File: config.mk
export PLATFORM = sky130hd
export DESIGN_NAME = sfilt_seq
export DESIGN_NICKNAME = d
export VERILOG_FILES = /design/src/rtl/sfilt_seq.sv
export SDC_FILE = /design/constraint.sdc
export NUM_CORES = 1
export LEC_CHECK = 0
export CAP_MARGIN = 10
export CELL_PAD_IN_SITES_DETAIL_PLACEMENT = 1
export CELL_PAD_IN_SITES_GLOBAL_PLACEMENT = 2
export CORE_MARGIN = 2
export CORE_UTILIZATION = 43
export DETAILED_ROUTE_END_ITERATION = 10
export PLACE_DENSITY = 0.9
export SYNTH_ARGS = -nofsm -noshare
export SYNTH_HDL_FRONTEND = slang
export SYNTH_SLANG_ARGS = --single-unit
File: constraint.sdc
create_clock -name clk -period 3.7 [get_ports clk]
set_input_delay 0.555 -clock clk [delete_from_list [all_inputs] [get_ports clk]]
set_output_delay 0.555 -clock clk [all_outputs]
set_load 0.1 [all_outputs]
File: src/rtl/sfilt_seq.sv
// Command sequencer feeding the sfilt MAC stage: keeps the sample delay line and
// coefficient bank, and emits one cmd0/cmd1.../cmd2/cmd3 burst per accepted sample.
module sfilt_seq #(
  parameter int NTAPS = 8,
  parameter int AW    = 6
) (
  input  logic          clk,
  input  logic          rst,
  input  logic          pushin,
  input  logic [31:0]   din,
  input  logic [6:0]    shamt,
  output logic          ready,
  input  logic          cload,
  input  logic [AW-1:0] caddr,
  input  logic [31:0]   cdata,
  output logic          cerr,
  output logic          pushout,
  output logic [1:0]    cmd,
  output logic [31:0]   q,
  output logic [31:0]   h
);

  // state | meaning
  // IDLE  | no burst on the outputs, ready=1, sample/coefficient writes accepted
  // MAC   | outputs carry tap k (cmd0 for k=0, cmd1 otherwise)
  // SHIFT | outputs carry cmd2 with the latched shift amount
  // OUT   | outputs carry cmd3; write pointer advances on leaving
  typedef enum logic [1:0] {IDLE, MAC, SHIFT, OUT} state_t;

  localparam int             IW    = (NTAPS > 1) ? $clog2(NTAPS) : 1;
  localparam logic [IW-1:0]  KLAST = IW'(NTAPS - 1);
  localparam logic [AW:0]    CNT   = (AW + 1)'(NTAPS);

  state_t        state, state_n;
  logic [IW-1:0] k, k_n, wptr, wptr_n;
  logic [6:0]    shamt_r;
  logic [31:0]   line [NTAPS];
  logic [31:0]   coef [NTAPS];

  logic          ready_n, pushout_n;
  logic [1:0]    cmd_n;
  logic [31:0]   q_n, h_n;

  logic          accept, caddr_ok, cwr, cerr_n;
  logic [IW-1:0] nk, off, rd_idx;
  logic [31:0]   coef0;

  assign accept   = pushin & ready;
  assign caddr_ok = {1'b0, caddr} < CNT;
  assign cwr      = cload & ready & caddr_ok;
  assign cerr_n   = cload & ~cwr;
  // cmd0 goes out on the accept edge, so a same-cycle write to coef[0] is forwarded
  assign coef0    = (cwr && caddr[IW-1:0] == '0) ? cdata : coef[0];

  // Outputs show tap k; the next tap read is k+1, never the slot being written.
  assign nk     = k + 1'b1;
  assign off    = KLAST - nk + 1'b1;
  assign rd_idx = (wptr >= nk) ? (wptr - nk) : (wptr + off);

  always_comb begin
    state_n   = state;
    k_n       = k;
    wptr_n    = wptr;
    ready_n   = 1'b0;
    pushout_n = 1'b0;
    cmd_n     = 2'd0;
    q_n       = 32'd0;
    h_n       = 32'd0;
    case (state)
      IDLE: begin
        ready_n = 1'b1;
        if (accept) begin
          state_n   = MAC;
          k_n       = '0;
          ready_n   = 1'b0;
          pushout_n = 1'b1;
          cmd_n     = 2'd0;
          q_n       = din;
          h_n       = coef0;
        end
      end
      MAC: begin
        pushout_n = 1'b1;
        if (k == KLAST) begin
          state_n = SHIFT;
          cmd_n   = 2'd2;
          h_n     = {25'd0, shamt_r};
        end else begin
          k_n   = nk;
          cmd_n = 2'd1;
          q_n   = line[rd_idx];
          h_n   = coef[nk];
        end
      end
      SHIFT: begin
        state_n   = OUT;
        pushout_n = 1'b1;
        cmd_n     = 2'd3;
      end
      OUT: begin
        state_n = IDLE;
        ready_n = 1'b1;
        wptr_n  = (wptr == KLAST) ? '0 : wptr + 1'b1;
      end
      default: begin
        state_n = IDLE;
        ready_n = 1'b1;
      end
    endcase
  end

  always_ff @(posedge clk) begin
    if (rst) begin
      state   <= IDLE;
      k       <= '0;
      wptr    <= '0;
      shamt_r <= '0;
      ready   <= 1'b1;
      pushout <= 1'b0;
      cmd     <= 2'd0;
      q       <= 32'd0;
      h       <= 32'd0;
      cerr    <= 1'b0;
      for (int i = 0; i < NTAPS; i++) begin
        line[i] <= 32'd0;
        coef[i] <= 32'd0;
      end
    end else begin
      state   <= state_n;
      k       <= k_n;
      wptr    <= wptr_n;
      ready   <= ready_n;
      pushout <= pushout_n;
      cmd     <= cmd_n;
      q       <= q_n;
      h       <= h_n;
      cerr    <= cerr_n;
      if (accept) begin
        line[wptr] <= din;
        shamt_r    <= shamt;
      end
      if (cwr)
        coef[caddr[IW-1:0]] <= cdata;
    end
  end

endmodule

# Yosys cells after proc, flatten, opt, wreduce, memory -nomap -nowiden
# Memory sizes are Yosys's and may differ from the RTL's.
# Index checks and enable logic that the tools add are counted.
# word_totals
mem_bits_rw	512
input_bits	81
word_cells	76
regBits	84
memories	2
# op_classes
bitwise	5
order_cmp	2
eq_ne	8
mux	34
addsub	6
n_reduce_logical	9
# memory_table
name	words	width	rd	rd_ports_with_merged_regs	wr	line	source
coef	8	32	2	0	8	38	logic [31:0] coef [NTAPS];
line	8	32	1	0	8	37	logic [31:0] line [NTAPS];
# ops
cell	n
$mux 32	7
$pmux 32 s2	2
$reduce_or 32->1	2
$mux 3	6
$mux 1	11
$add 3x1->3 const B	3
$pmux 2 s4	1
$eq 3x3->1 const B	2
$lt 6x4->1 const B	1
$mux 2	3
$ne 2x2->1 const B	3
$pmux 3 s2	1
$and 1x1->1	4
$eq 2x2->1 const B	2
$pmux 1 s2	2
$pmux 2 s2	1
$add 3x3->3	1
$ge 3x3->1	1
$logic_not 3->1	1
$reduce_and 3->1	1
$sub 3x3->3	1
$sub 3x3->3 const A	1
$eq 2x1->1 const B	1
$logic_not 2->1	1
5 further kinds	5

# Longest topological paths before layout
# An unclocked memory read counts as a cell.
# depth
depth_word	8
depth_mapped	11
depth_no_buf	7

# Least setup slack after synthesis
# No wires, ideal clock.
# synth_path
path_type	reg-to-reg
start	register ready
end	memory coef[0][0], enable pin
synth_period_minus_slack_ns	3.088
setup_time_ns	0.394
path_slack_ns	0.612
path_buffers	2
t_arrival_ns	2.694
stages_incl_launch_ff	6
required_ns	3.306
cell_sequence	dfxtp_1 -> nor4b_4 -> nand2_2 -> buf_6 -> buf_2 -> nand2b_1
# synth_lines
item	line	source
start, declared	12	output logic ready,
start signal, assigned	132	ready <= ready_n;
end, declared	38	

# Worst setup path in the final report
# layout_path
start	register k[0]
end	register q[30]
# layout_via
elab_chain_len	8
# layout_lines
item	line	source
start, declared	35	logic [IW-1:0] k, k_n, wptr, wptr_n;
start signal, assigned	130	k <= k_n;
$add 3x1->3	56	assign nk = k + 1'b1;
$sub 3x3->3	57	assign off = KLAST - nk + 1'b1;
$add 3x1->3	57	
$add 3x3->3	58	assign rd_idx = (wptr >= nk) ? (wptr - nk) : (wptr + off);
$mux 3	58	
$mem_v2 8x32	--	
$mux 32 *	84	if (k == KLAST) begin
$pmux 32 s2 *	69	case (state)
end signal, assigned	135	q <= q_n;
end, declared	19	output logic [31:0] q,
# Every way passes the cells marked *; elsewhere a longest branch is shown, timed or not.
# A chain may end at the register's enable or synchronous reset.

==> results.md <==
* Rel. slew slack at ~22%
* # diodes at 0
* Net Sw Frac at 32.4%
* Residual DRC count at 0
* Final #Nets at 2052
* Fin. Hold Viols at 0
* Global-route usage over all layers at about 22%
* Pre-CTS setup slack at 0.532 ns
* Number of flops mapped to enable cells by yosys at 512
* Register area share after synthesis at 65.3%
* First-pass GRT wire length at 105000 um
* Netlist cell types at 43
* Maxcap violations at 0
* Worst-skew pair later-pin latency at 0.60 ns
* Hold_buf cts at 0
* DR WL/cell at 24.6 um
* WP data arrival at around 3.6 ns
* Lkg Pwr at 11.1 nW
* Final setup margin at 0.574 ns
* Gpl congestion at 0.830
* TritonCTS clock tree: yes
* Resized Gates After CTS at 0
* Fin. max-slew vios at 0
* Final WL at 68800 um
* CTS Sinks at ~600
* Starting DRC count in detailed routing at 1137
* RSZ-0062 raised after global routing: no
* Min-Delay Path Class: reg2reg
* Average cell area after synthesis at around 14 um2
* # IOs at 150
* Largest net degree at the start of global routing at a little over 60
* Initial Utilization at 43.4%
* Initial antenna violation count at 2
* Comb pwr share at about 28%
* Core Area at roughly 0.060 mm2
* Share of cells above drive strength 1 at 14.2%
* Area of the multi-input gates at around 0.0086 mm2
* Port bufs at 149
* Pwr dens at about 650 mW/mm2
* Vias per inst at 5.51
* CP max FO at 21
* Seq. cell area at about 0.017 mm2
* Yosys warnings at 0
* Post-Syn Instances at 1802
* # fillers at 5744
* Worst-Margin Slew at around 1.2 ns
* Vias in the first global route at 17.2k
* Die Y at around 250 um
* P&R area growth vs syn at 18.5%
* Path type of the worst setup path: reg2reg
* Sequential share of power at 39.4%
* Final Critical Period at 3.13 ns
* Highest clock rate at 320 MHz
* Die Area at 0.0627 mm2
* Reg clk slew, reported paths at 0.06 ns
* CP Launch Type: flop
* Die outline width at between 200 and 300 um
* Cts bufs inserted at 66
* Row Count at 90
* Grt total ovfl at 0
* Area of the mapped netlist at between 0.02 and 0.03 mm2
* Total setup buffers inserted after CTS at 0
* Post-DP HPWL at 42900 um
* Internal power at 13.7 mW
* H-tree depth at 3
* Worst Skew at roughly 0.026 ns
* Drt first pass iters at 5
* Outcome: completed
* Routed Antenna Nets at 0
* Deepest clock path buffer count at 3
* Critical Path Sink Type: flop
* Main flop type after synthesis: edfxtp_1
* Final period util at 84.5%
* Worst EP required at 4.14 ns
* Setup TNS at 0 ns
* Flip-flop and latch count after synthesis at 596
* Switching Power at 6.55 mW
* Root buf cell: clkbuf_16
* Final setup fails at 0
* Worst vdd ir at slightly above 0.4 mV
* Net Count, Synth at roughly 1.9k
* Async S/R FF share, synth at 0%
* Clock share of power at ~33%
* Vias after detailed routing at 15.4k
registers in the layout, indices dropped and copies added (netlist names):
name     cells
k            3
coef       256
h           32
pushout      1
wptr         3
state        2
shamt_r      7
cmd          2
cerr         1
q           32
line       256
ready        1
layer usage:
layer	track usage (%)	up-vias	share of wire (%)	wire length (um)
met5	0	-	0.039	27
met4	8.01	4	3.4	2310
met3	3.84	158	4.1	2830
met2	40.4	386	54	36800
met1	26.2	7985	39	26800
li1	-	6871	-	-
worst max-delay path, cell delays in order, from the launching register on:
cell	delay [ns]
dfxtp_4	0.35
ha_1	0.34
fa_2	0.36
xor2_1	0.20
xnor2_4	0.92
buf_4	0.42
mux2i_1	0.25
o21ai_0	0.13
cell families after synthesis:
kind of cell | share of synthesized area (%)
buffers and inverters | 2.10
multiplexers | 13.3
AND/OR/NAND/NOR | 15.4
flip-flops | 65.3
AO/OA/AOI/OAI | 3.31
adder cells (fa/ha/maj) | 0.508
XOR/XNOR | 0.0958
per-stage QoR:
step | hold WS, ns | cell area [um2] | utilization, % | instances | total power [mW]
2_1_floorplan | 0.437 | 26100 | - | 1802 | 12.1
3_3_place_gp | 0.453 | 28800 | 47.8 | 2675 | 13.7
3_5_place_dp | 0.453 | 28800 | 47.8 | 2675 | 13.8
4_1_cts | 0.462 | 31000 | 51.4 | 2795 | 20.4
5_1_grt | 0.478 | 31000 | 51.4 | 2795 | 20.9
6_report | 0.461 | 31000 | 51.4 | 2795 | 20.2
final timing paths:
path / startpoint / end / slack (ns) / cells after the start
worst min register to register: shamt_r[6]$_SDFFE_PP0P_ / shamt_r[6]$_SDFFE_PP0P_ / 0.46 / 2
worst min-delay path: shamt_r[6]$_SDFFE_PP0P_ / shamt_r[6]$_SDFFE_PP0P_ / 0.46 / 2
worst max register to register: k[0]$_SDFFE_PP0P_ / q[30]$_SDFF_PP0_ / 0.57 / 7
worst max-delay path: k[0]$_SDFFE_PP0P_ / q[30]$_SDFF_PP0_ / 0.57 / 7
cell usage after synthesis, types with 2 or more instances:
master	n	area share, %
inv_1	5	0.072
o22ai_1	25	0.60
nand2_1	96	1.4
mux4_2	78	6.7
a32oi_1	7	0.23
ha_1	9	0.43
clkbuf_1	85	1.2
o21ai_0	24	0.46
clkbuf_2	2	0.038
nor3_2	3	0.11
a21oi_1	9	0.17
buf_2	20	0.38
dfxtp_1	84	6.4
nand2b_1	7	0.17
a31oi_1	7	0.17
nor3_1	3	0.057
nor2b_1	6	0.14
or3_1	2	0.048
nor2_1	29	0.42
edfxtp_1	512	59
mux2_2	7	0.30
a22oi_1	50	1.4
buf_4	9	0.26
and2_1	517	12
or2_2	15	0.36
clkbuf_4	2	0.057
buf_1	2	0.029
mux2i_1	164	6.3
o21bai_1	2	0.057
o21ai_1	8	0.15
cell usage in the layout, fill, tap and decap left out, drive strengths merged, types with 2 or more instances in the layout:
master	netlist	final
a21oi	9	9
a22oi	50	50
a31oi	7	7
a32oi	7	7
and2	518	518
buf	32	63
bufinv	0	6
clkbuf	89	88
clkdlybuf4s50	0	149
clkinv	0	22
clkinvlp	0	2
dfxtp	84	84
edfxtp	512	512
ha	9	9
inv	5	7
mux2	7	7
mux2i	164	164
mux4	78	78
nand2	97	97
nand2b	7	7
nor2	29	29
nor2b	6	6
nor3	6	6
nor4b	2	2
o21ai	32	32
o21bai	2	2
o22ai	25	25
or2	15	15
or3	2	2
power by group through the flow:
stage	Clock, mW	Sequential (mW)	Combinational, mW
after detailed placement	0	8.10	5.72
after global placement	0	8.08	5.58
final	6.57	7.96	5.68
after floorplan	0	9.51	2.62
after CTS	6.69	7.97	5.74
after global routing	6.91	8.01	5.97
cell type report:
| class | instances | area share [%] |
|---|---|---|
| Multi-Input combinational cell | 1080 | 27.8 |
| Clock buffer | 88 | 5.92 |
| Tap cell | 782 | 3.16 |
| Timing Repair Buffer | 212 | 6.95 |
| Inverter | 5 | 0.0606 |
| Sequential cell | 596 | 55.1 |
| Clock inverter | 32 | 1.01 |
No activity file was read; power rests on OpenSTA's default activity.
